$ cat config.mk
export PLATFORM = sky130hd
export DESIGN_NAME = decode_hazard_ctrl
export DESIGN_NICKNAME = d
export VERILOG_FILES = /design/src/rtl/decode_hazard_ctrl.sv
export SDC_FILE = /design/constraint.sdc
export NUM_CORES = 1
export LEC_CHECK = 0
export CAP_MARGIN = 10
export CORE_AREA = 2 2 91 93
export CTS_BUF_LIST = sky130_fd_sc_hd__clkbuf_2 sky130_fd_sc_hd__clkbuf_4 sky130_fd_sc_hd__clkbuf_8
export CTS_CLUSTER_SIZE = 24
export DETAILED_ROUTE_END_ITERATION = 8
export DIE_AREA = 0 0 93 95
export PLACE_DENSITY = 0.79
export SYNTH_ARGS = -nofsm -noshare
export SYNTH_HDL_FRONTEND = slang
export SYNTH_SLANG_ARGS = --single-unit
$ cat constraint.sdc
create_clock -name clk -period 6.35 [get_ports clk]
set_clock_uncertainty 0.15 [all_clocks]
set_input_delay 0.9525 -clock clk [delete_from_list [all_inputs] [get_ports clk]]
set_output_delay 0.9525 -clock clk [all_outputs]
set_load 0.02 [all_outputs]
$ cat src/rtl/decode_hazard_ctrl.sv
// Decode-stage operand bypass and hazard control: N-source forwarding with load-use
// detection, a multi-cycle multiplier scoreboard and LL/SC link tracking.
module decode_hazard_ctrl #(
    parameter int DATA_W  = 32,
    parameter int REG_AW  = 5,
    parameter int NUM_FWD = 2,
    parameter int MUL_LAT = 4
) (
    input  logic                      clk,
    input  logic                      rst,
    input  logic [REG_AW-1:0]         rs_addr,
    input  logic [REG_AW-1:0]         rt_addr,
    input  logic                      rs_used,
    input  logic                      rt_used,
    input  logic [DATA_W-1:0]         rs_data_in,
    input  logic [DATA_W-1:0]         rt_data_in,
    input  logic [NUM_FWD-1:0]        fwd_we,
    input  logic [NUM_FWD*REG_AW-1:0] fwd_addr,
    input  logic [NUM_FWD*DATA_W-1:0] fwd_data,
    input  logic [NUM_FWD-1:0]        fwd_is_load,
    input  logic                      issue_valid,
    input  logic                      mul_issue,
    input  logic [REG_AW-1:0]         mul_dest,
    input  logic                      ll_issue,
    input  logic                      sc_issue,
    input  logic                      store_issue,
    input  logic                      flush,
    output logic [DATA_W-1:0]         rs_data,
    output logic [DATA_W-1:0]         rt_data,
    output logic                      stall,
    output logic                      mul_busy,
    output logic                      mul_done,
    output logic                      atomic_id,
    output logic                      mem_sc_mask_id
);

    localparam int CNT_W = $clog2(MUL_LAT + 1);
    localparam logic [CNT_W-1:0] CNT_LOAD = CNT_W'(MUL_LAT);
    localparam logic [CNT_W-1:0] CNT_ONE  = CNT_W'(1);

    logic [DATA_W-1:0]  fwd_data_arr [NUM_FWD];
    logic [NUM_FWD-1:0] rs_match;
    logic [NUM_FWD-1:0] rt_match;

    logic               rs_pend;
    logic               rt_pend;
    logic               load_use_rs;
    logic               load_use_rt;
    logic               mul_hazard;
    logic               accept;

    logic [CNT_W-1:0]   cnt_reg;
    logic [CNT_W-1:0]   cnt_next;
    logic [REG_AW-1:0]  mul_dest_reg;
    logic [REG_AW-1:0]  mul_dest_next;
    logic               mul_done_reg;
    logic               link_reg;
    logic               link_next;

    // Per-source match vectors; register 0 never matches so it always reads the regfile.
    generate
        for (genvar gi = 0; gi < NUM_FWD; gi++) begin : g_fwd
            assign fwd_data_arr[gi] = fwd_data[gi*DATA_W +: DATA_W];
            assign rs_match[gi] = fwd_we[gi] && (fwd_addr[gi*REG_AW +: REG_AW] == rs_addr)
                                  && (rs_addr != '0);
            assign rt_match[gi] = fwd_we[gi] && (fwd_addr[gi*REG_AW +: REG_AW] == rt_addr)
                                  && (rt_addr != '0);
        end
    endgenerate

    // Walk from oldest to youngest so the lowest matching index has the final say;
    // a pending-load winner masks whatever older sources said.
    always_comb begin
        rs_data = rs_data_in;
        rs_pend = 1'b0;
        rt_data = rt_data_in;
        rt_pend = 1'b0;
        for (int i = NUM_FWD - 1; i >= 0; i--) begin
            if (rs_match[i]) begin
                rs_data = fwd_is_load[i] ? rs_data_in : fwd_data_arr[i];
                rs_pend = fwd_is_load[i];
            end
            if (rt_match[i]) begin
                rt_data = fwd_is_load[i] ? rt_data_in : fwd_data_arr[i];
                rt_pend = fwd_is_load[i];
            end
        end
    end

    assign load_use_rs = rs_pend & rs_used;
    assign load_use_rt = rt_pend & rt_used;

    assign mul_busy   = (cnt_reg != '0);
    assign mul_hazard = mul_busy & (mul_issue
                        | (rs_used & (rs_addr == mul_dest_reg) & (rs_addr != '0))
                        | (rt_used & (rt_addr == mul_dest_reg) & (rt_addr != '0)));

    assign stall  = issue_valid & (load_use_rs | load_use_rt | mul_hazard);
    assign accept = issue_valid & ~stall & ~flush;

    // A flush only squashes the decode instruction; an in-flight multiply keeps counting.
    always_comb begin
        cnt_next      = cnt_reg;
        mul_dest_next = mul_dest_reg;
        if (accept && mul_issue) begin
            cnt_next      = CNT_LOAD;
            mul_dest_next = mul_dest;
        end else if (cnt_reg != '0) begin
            cnt_next = cnt_reg - CNT_ONE;
        end
    end

    always_comb begin
        link_next = link_reg;
        if (flush) begin
            link_next = 1'b0;
        end else if (accept && ll_issue) begin
            link_next = 1'b1;
        end else if (accept && (sc_issue || store_issue)) begin
            link_next = 1'b0;
        end
    end

    always_ff @(posedge clk) begin
        if (rst) begin
            cnt_reg      <= '0;
            mul_dest_reg <= '0;
            mul_done_reg <= 1'b0;
            link_reg     <= 1'b0;
        end else begin
            cnt_reg      <= cnt_next;
            mul_dest_reg <= mul_dest_next;
            mul_done_reg <= (cnt_reg == CNT_ONE);
            link_reg     <= link_next;
        end
    end

    assign mul_done       = mul_done_reg;
    assign atomic_id      = link_reg;
    assign mem_sc_mask_id = sc_issue & ~link_reg;

endmodule

==> results of run 1 <==
[Yosys cell counts (2+ instances only)]
master,count
a211oi_1,2
a21oi_1,3
a21oi_2,30
buf_1,6
buf_6,5
clkbuf_1,13
dfxtp_1,10
ha_1,3
inv_1,34
mux2i_1,6
nand2_1,6
nand2b_1,13
nand4_1,7
nor2_1,67
nor2b_1,2
nor3_1,2
nor4_1,3
o22ai_1,64
or4_1,2
xnor2_1,25
xor2_1,6
[layout make-up]
cell class | count | area (um2) | share of cell area
clock buffer | 4 | 55.05 | 0.01209
inverter | 34 | 127.6 | 0.02802
multi-input combinational | 258 | 1650 | 0.3624
sequential | 10 | 200.2 | 0.04396
tap | 105 | 131.4 | 0.02885
timing repair buffer | 240 | 2390 | 0.5247
[cell families (layout without fill, tap and decap cells)]
group / Yosys count / count (layout) / synth area share
AND/OR/NAND/NOR: 111 / 111 / 0.2502
XOR/XNOR: 31 / 31 / 0.1289
multiplexers: 6 / 6 / 0.02852
adder cells (fa/ha/maj): 3 / 3 / 0.01783
AO/OA/AOI/OAI: 107 / 107 / 0.3583
flip-flops: 10 / 10 / 0.09507
buffers and inverters: 58 / 278 / 0.1212
[cell usage in the layout, fill, tap and decap left out, types with 3 or more instances in the layout]
master / synthesis / final
clkdlybuf4s50_1: 0 / 235
nor2_1: 67 / 67
o22ai_1: 64 / 64
inv_1: 34 / 34
a21oi_2: 30 / 30
xnor2_1: 25 / 25
nand2b_1: 13 / 13
dfxtp_1: 10 / 10
nand4_1: 7 / 7
xor2_1: 6 / 6
nand2_1: 6 / 6
mux2i_1: 6 / 6
buf_4: 0 / 5
clkbuf_8: 0 / 4
nor4_1: 3 / 3
a21oi_1: 3 / 3
ha_1: 3 / 3
[metal layers]
| metal | share of wire | wire (um) | GRT usage | vias up |
|---|---|---|---|---|
| li1 | - | - | - | 1586 |
| met1 | 0.38 | 4052 | 0.2488 | 1475 |
| met2 | 0.53 | 5563 | 0.4293 | 155 |
| met3 | 0.080 | 843 | 0.04310 | 14 |
| met4 | 0.011 | 113 | 0.04167 | 0 |
| met5 | 0 | 0 | 0 | - |
[report_power, final]
group | switching (W) | internal (W) | leakage (nW)
Sequential | 0.00000912 | 0.0000745 | 0.0817
Combinational | 0.000153 | 0.000207 | 1.67
Clock | 0.0000244 | 0.0000545 | 0.0288
[worst reg2reg max path: cells and delay by family, from the launching register on]
kind / cells / cell delay (ps)
muxes: 1 / 220
and+or+nand+nor: 3 / 530
AOI/OAI and AO/OA: 2 / 540
DFF: 1 / 390
xor gates and xnor gates: 1 / 100
[stage by stage]
stage	utilization	instance area, um2	hold slack, ps	worst slack [ps]
floorplan	-	2106	283.9	2084
global placement	0.5676	4499	296.5	1060
detailed placement	0.5676	4499	310.6	1007
CTS	0.5745	4554	320.4	1003
global route	0.5745	4554	367.5	860.3
finish	0.5745	4554	315.3	1008
[path summary, 6_finish.rpt]
| check | from | to | slack (ps) | depth (start not counted) |
|---|---|---|---|---|
| max | rt_addr[1] | rt_data[31] | 1010 | 9 |
| min | cnt_reg[2]$_SDFFE_PP0P_ | mul_done$_SDFF_PP0_ | 320 | 1 |
| max reg2reg | mul_dest_reg[4]$_SDFFE_PP0P_ | mul_dest_reg[2]$_SDFFE_PP0P_ | 4280 | 7 |
| min reg2reg | cnt_reg[2]$_SDFFE_PP0P_ | mul_done$_SDFF_PP0_ | 320 | 1 |
==> summary.txt, run 1 <==
status - finished clean
Setup-failing EPs final - 0
initial antenna violation count - 0
cell family with most CP delay - simple AND/OR/NAND/NOR gates
power consumption - 0.0005223 W
maximum VDD drop - 108.2 uV
Post-Place Cells - 647
Final Net Count - 717
1st-pass router iterations - 4
I/O Buffers - 235
Post-CTS Setup Repair Bufs - 0
vias in the first global route - 3,154
synth warn - 0
CTS tree - built
CP arrival - 4240 ps
Slew Limit Fails - 0
CP max-delay cell - clkdlybuf4s50_1
latest clock arrival within the worst-skew pair - 230 ps
CP max FO - 32
Top Ports - 236
power density cells - 114.7 mW/mm2
number of fill cells - 729
Sink Count - 10
max_cap viols - 0
gr ovfl total - 0
most frequent CP cell - clkdlybuf4s50_1
PostCTS Resize Cnt - 0
CP max stage delay - 640 ps
post-synth top area share - 0.1901
die width - 93 um
row count - 33
area delta synth->final - 116.3%
DRC Markers - 0
cell taking the most area after synthesis - o22ai_1
setup tns final - 0 ps
predominant post-synthesis flop cell - dfxtp_1
Final Cycle Share - 0.8412
Distinct cells, synth - 38
largest net degree at the start of global routing - 34
diodes inserted - 0
CTS max path bufs - 2
LEAKAGE - 1.783 nW
Post-synth EDFFs - 0
DR iter-0 viols - 128
Final HPWL DP - 8625 um
layout cells sized above 1 - 0.07875
Worst EP required - 5250 ps
Core ar. - 0.007928 mm2
root buf cell - clkbuf_8
Final GP Congestion - 0.9408
Worst setup SP type - input port
Synthesized Nets - 496
Post-Syn Instances - 326
Synth area leaders - o22ai_1 19%, a21oi_2 12%, nor2_1 12%
RSZ-0062 raised after global routing - no
register clock-pin slew on the reported worst setup and hold paths - 50 ps
cts hold-fix bufs - 0
Setup CP Type - in2out
fmax - 0.1872 GHz
DR WL/cell - 16.24 um
cells along the critical path - clkdlybuf4s50_1 > or4_4 > nor2_4 > nor4_1 > or4_1 > or2_1 > and2_4 > a21oi_1 > clkdlybuf4s50_1
sequential cell area fraction in the yosys report - 0.09507
Post-Syn Area per Cell - 6.459 um2
Total Routed Length - 10,570 um
Buf+Inv Stages, Crit Path - 2
vias per cell - 4.962
first-pass GRT wire length - 15,590 um
die area - 0.008835 mm2
Final Critical Period - 5342 ps
Fin. Hold Viols - 0
Synth Register Bits - 10
Die Y-Extent - 95 um
Inserted Clock Buffers - 3
Non-Filler Instances - 651
gr usage total - 0.2205
slew margin rel. - 0.5757
Largest register FFs - 5
crit end category - primary output
Syn Std Cell Area - 0.002106 mm2
H-tree Lvls - 1
ys async rst share - 0
Worst Hold Class - reg2reg
DR vias - 3,230
Starting Density - 0.2656
Slew @ Worst Pin - 636.5 ps
Post-DRT Antenna Nets - 0
Note: power is estimated with default switching activity, not from simulation.
==> inputs of run 2 (changes only) <==
--- a/config.mk
+++ b/config.mk
@@ -6,12 +6,13 @@
 export NUM_CORES = 1
 export LEC_CHECK = 0
 export CAP_MARGIN = 10
-export CORE_AREA = 2 2 91 93
+export CORE_ASPECT_RATIO = 2
+export CORE_MARGIN = 2
+export CORE_UTILIZATION = 26
 export CTS_BUF_LIST = sky130_fd_sc_hd__clkbuf_2 sky130_fd_sc_hd__clkbuf_4 sky130_fd_sc_hd__clkbuf_8
 export CTS_CLUSTER_SIZE = 24
 export DETAILED_ROUTE_END_ITERATION = 8
-export DIE_AREA = 0 0 93 95
-export PLACE_DENSITY = 0.79
+export PLACE_DENSITY = 0.8
 export SYNTH_ARGS = -nofsm -noshare
 export SYNTH_HDL_FRONTEND = slang
 export SYNTH_SLANG_ARGS = --single-unit
==> constraint.sdc (replaced) <==
create_clock -name clk -period 4.62 [get_ports clk]
set_clock_uncertainty 0.15 [all_clocks]
set_input_delay 0.693 -clock clk [delete_from_list [all_inputs] [get_ports clk]]
set_output_delay 0.693 -clock clk [all_outputs]
set_load 0.02 [all_outputs]
==> run 2 against run 1 <==
Register-to-register slack got worse by 1800 ps; hold slack improved by 15 ps; wire length grew 11%; utilization grew 3.4 points; final area up 5.3%; critical path type unchanged.
==> summary.txt, run 2 (same netlist as run 1, synthesis figures left out) <==
status - finished clean
Slew Limit Fails - 0
latest clock arrival within the worst-skew pair - 230 ps
diodes inserted - 0
Post-Place Cells - 653
DR vias - 3,457
fmax - 0.2204 GHz
LEAKAGE - 2.108 nW
Final Net Count - 742
first-pass GRT wire length - 17,000 um
Starting Density - 0.2671
Setup-failing EPs final - 0
number of fill cells - 696
Die Y-Extent - 131.3 um
power density cells - 147.1 mW/mm2
Largest register FFs - 5
DR WL/cell - 17.68 um
Fin. Hold Viols - 0
max_cap viols - 0
DRC Markers - 0
crit end category - primary output
H-tree Lvls - 1
CP max FO - 11
area delta synth->final - 127.7%
Worst setup SP type - input port
initial antenna violation count - 0
r2r setup slk - 2520 ps
Setup CP Type - in2out
Inserted Clock Buffers - 3
I/O Buffers - 235
vias in the first global route - 3,394
gr ovfl total - 0
Top Ports - 236
1st-pass router iterations - 4
Sink Count - 10
power consumption - 0.0007053 W
design area - 0.004795 mm2
Worst Hold Class - reg2reg
Non-Filler Instances - 666
register clock-pin slew on the reported worst setup and hold paths - 50 ps
setup tns final - 0 ps
CTS max path bufs - 2
Total Routed Length - 11,780 um
vias per cell - 5.191
Core ar. - 0.007885 mm2
Worst EP required - 3780 ps
Post-DRT Antenna Nets - 0
Final HPWL DP - 9175 um
Post-DP Area - 0.004613 mm2
Final Critical Period - 4537 ps
die area - 0.008878 mm2
CTS tree - built
layout cells sized above 1 - 0.1228
Slew @ Worst Pin - 540.9 ps
slew margin rel. - 0.6361
die width - 67.64 um
CP arrival - 3690 ps
RSZ-0062 raised after global routing - no
most frequent cells in the layout - 205 x clkdlybuf4s50_1, 67 x nor2_1, 62 x o22ai_1
DR iter-0 viols - 180
row count - 46
commonest non-fill, non-tap cell in the layout - clkdlybuf4s50_1
root buf cell - clkbuf_8
largest net degree at the start of global routing - 33
Final GP Congestion - 0.8625
Final Cycle Share - 0.9820
maximum VDD drop - 230.6 uV
gr usage total - 0.2452
[run 2: cell types whose count changed in the layout (fill, tap and decap cells not counted), moves of 2 or more]
cell	before	now
o22ai_1	64	62
dlymetal6s2s_1	0	22
clkdlybuf4s50_1	235	205
dlygate4sd2_1	0	8
buf_4	5	27
o22ai_2	0	2
[run 2: area by class of cell]
| class | count | area (um2) | area share |
|---|---|---|---|
| Inverter | 34 | 127.6 | 0.02662 |
| Tap cell | 96 | 120.1 | 0.02505 |
| Sequential cell | 10 | 200.2 | 0.04175 |
| Multi-Input combinational cell | 259 | 1674 | 0.3492 |
| Clock buffer | 3 | 41.29 | 0.008612 |
| Timing Repair Buffer | 264 | 2631 | 0.5488 |
[run 2: what timing repair did]
action / 4_1_cts / 5_1_grt
buffers inserted: 0 / 9
endpoints found under the setup margin: 26 / 54
hold buffers: 0 / 0
gates resized for setup: 10 / 25
cloned: 1 / 0
[run 2: path summary, 6_finish.rpt]
kind | from | end | cells past startpoint
min | cnt_reg[2]$_SDFFE_PP0P_ | mul_done$_SDFF_PP0_ | 1
min reg2reg | cnt_reg[2]$_SDFFE_PP0P_ | mul_done$_SDFF_PP0_ | 1
max | rt_addr[2] | rt_data[20] | 9
max reg2reg | mul_dest_reg[0]$_SDFFE_PP0P_ | mul_dest_reg[0]$_SDFFE_PP0P_ | 7
[run 2: worst max-delay path: stages]
cell	delay [ps]
clkdlybuf4s50_1	460
or4_4	550
nor2_4	100
nor4_1	70
or4_1	510
or2_1	290
and2_4	250
a21oi_2	150
clkdlybuf4s50_1	610
[run 2: metrics by stage]
step                hold slack, ps  setup slack (ps)    util
floorplan                    283.9             873.0       -
global placement             301.9            -32.34  0.5851
detailed placement           317.3            -43.27  0.5851
CTS                          323.8             1.075  0.5906
global route                 348.2             12.94  0.6081
finish                       329.9             83.33  0.6081
[run 2: where the power goes]
part	total (W)	internal (W)	switching, W	leakage (nW)
clock network	0.0000885	0.0000569	0.0000316	0.0216
registers	0.000115	0.000102	0.0000122	0.0817
logic	0.000502	0.000286	0.000216	2.00
[run 2: routing by layer]
metal	GRT usage	vias up	routed length, um
li1	-	1636	-
met5	0	-	0
met2	0.4820	226	6469
met3	0.04281	34	1110
met1	0.2357	1561	3791
met4	0.08277	0	407
==> inputs of run 3 (changes only) <==
--- a/config.mk
+++ b/config.mk
@@ -12,7 +12,7 @@
 export CTS_BUF_LIST = sky130_fd_sc_hd__clkbuf_2 sky130_fd_sc_hd__clkbuf_4 sky130_fd_sc_hd__clkbuf_8
 export CTS_CLUSTER_SIZE = 24
 export DETAILED_ROUTE_END_ITERATION = 8
-export PLACE_DENSITY = 0.8
+export PLACE_DENSITY = 0.88
 export SYNTH_ARGS = -nofsm -noshare
 export SYNTH_HDL_FRONTEND = slang
 export SYNTH_SLANG_ARGS = --single-unit
==> run 3 against run 2 <==
Sequential share of layout area increased by 0.054 points; largest power group unchanged; count of clock-buffer cells in the layout unchanged; clock power increased by 2.7%; non-clock buffer count decreased by 8.
==> summary.txt, run 3 (same netlist as run 1, synthesis figures left out) <==
status - finished clean
Setup-failing EPs final - 0
root buf cell - clkbuf_8
row count - 46
vias in the first global route - 3,689
DR iter-0 viols - 120
r2r setup slk - 2440 ps
die area - 0.008878 mm2
Post-DRT Antenna Nets - 0
Comb power frac - 0.709
hold_ws - 334.0 ps
power density cells - 149.6 mW/mm2
register clock-pin slew on the reported worst setup and hold paths - 50 ps
Pint - 0.0004451 W
gr ovfl total - 0
r2r worst-path depth - 7
most frequent cells in the layout - 204 x clkdlybuf4s50_1, 67 x nor2_1, 64 x o22ai_1
Final Critical Period - 4529 ps
Sequential Power Share - 0.162
hold_sp - cnt_reg[2]$_SDFFE_PP0P_
latest clock arrival within the worst-skew pair - 240 ps
Crit Reg-Reg Startpoint - mul_dest_reg[3]$_SDFFE_PP0P_
crit end category - primary output
1st-pass router iterations - 4
commonest non-fill, non-tap cell in the layout - clkdlybuf4s50_1
initial antenna violation count - 0
Core ar. - 0.007885 mm2
Post-Place Cells - 650
clock network power share - 0.128
Non-Filler Instances - 658
vias per cell - 5.211
fin util - 0.6003
I/O Buffers - 235
slew margin rel. - 0.6752
gr usage total - 0.2489
largest net degree at the start of global routing - 33
Inserted Clock Buffers - 3
maximum VDD drop - 185.6 uV
Die Y-Extent - 131.3 um
CTS tree - built
layout cells sized above 1 - 0.1050
CP arrival - 3690 ps
Top Ports - 236
Setup CP Type - in2out
reg-to-reg endpoint - mul_dest_reg[4]$_SDFFE_PP0P_
Final Cycle Share - 0.9803
first-pass GRT wire length - 17,320 um
Sink Count - 10
area delta synth->final - 124.8%
cts hold-fix bufs - 0
P_sw - 0.0002632 W
Final GP Congestion - 0.9195
LEAKAGE - 2.102 nW
H-tree Lvls - 1
Largest register FFs - 5
die width - 67.64 um
CTS max path bufs - 2
Fin. Hold Viols - 0
DR WL/cell - 17.50 um
Worst setup SP type - input port
Hold EP - mul_done$_SDFF_PP0_
Slew Limit Fails - 0
DR vias - 3,429
max_cap viols - 0
Switching Fraction - 0.3716
Total Routed Length - 11,520 um
Hold Path Stages - 1
fmax - 0.2208 GHz
Worst EP required - 3780 ps
diodes inserted - 0
Final HPWL DP - 8921 um
CP max FO - 15
Final Net Count - 734
DRC Markers - 0
Starting Density - 0.2671
Slew @ Worst Pin - 482.7 ps
Worst Hold Class - reg2reg
[run 3: repair_timing]
item / in CTS / in global routing
setup endpoints to repair: 26 / 27
cloned: 1 / 0
setup buffers: 0 / 4
resized for setup: 7 / 26
[run 3: worst max-delay path, stage by stage]
cell and delay, ps:
clkdlybuf4s50_1 440, or4_4 540, nor2_4 100, nor4_1 70
or4_1 520, or2_1 290, and2_4 270, a21oi_2 150
clkdlybuf4s50_1 600
[run 3: per-stage QoR]
stage               area, um2  setup slack, ps  power [W]   TNS, ps
floorplan                2106            873.0  0.0003269         0
global placement         4591         -0.02043  0.0006039  -0.02043
detailed placement       4591           -41.51  0.0006169    -338.0
CTS                      4638            1.321  0.0007111         0
global route             4733          -0.9783  0.0007526   -0.9783
finish                   4733            90.96  0.0007083         0
[run 3: final cells by class]
class	instances	area (um2)
fillers	681	3152
repair buffers	256	2585
multi-input cells	259	1659
flip-flops and latches	10	200.2
inverters	34	127.6
well taps	96	120.1
clock buffers	3	41.29
[run 3: worst max path at each step]
stage / start / to / slack [ps] / cells past startpoint
2_1_floorplan: rt_addr[1] / rt_data[10] / 870 / 10
3_3_place_gp: rt_addr[2] / rt_data[24] / -0.02 / 9
3_5_place_dp: rt_addr[2] / rt_data[4] / -40 / 9
4_1_cts: rt_addr[2] / rt_data[0] / 1 / 9
5_1_grt: rt_addr[1] / rt_data[9] / -1 / 9
6_report: rt_addr[2] / rt_data[9] / 90 / 9
[run 3: power groups by stage]
stage / Sequential [W] / Combinational, W / Clock (W)
finish: 0.000115 / 0.000502 / 0.0000909
global route: 0.000118 / 0.000539 / 0.0000964
CTS: 0.000115 / 0.000504 / 0.0000922
detailed placement: 0.000117 / 0.000500 / 0
global placement: 0.000114 / 0.000490 / 0
floorplan: 0.000116 / 0.000211 / 0
[run 3: routing by layer]
metal	global-route usage	wire length (um)	vias to the layer above	share of wire
li1	-	-	1622	-
met2	0.4869	6375	183	0.55
met1	0.2417	3918	1594	0.34
met5	0	0	-	0
met4	0.08503	333	0	0.029
met3	0.04281	890	30	0.077
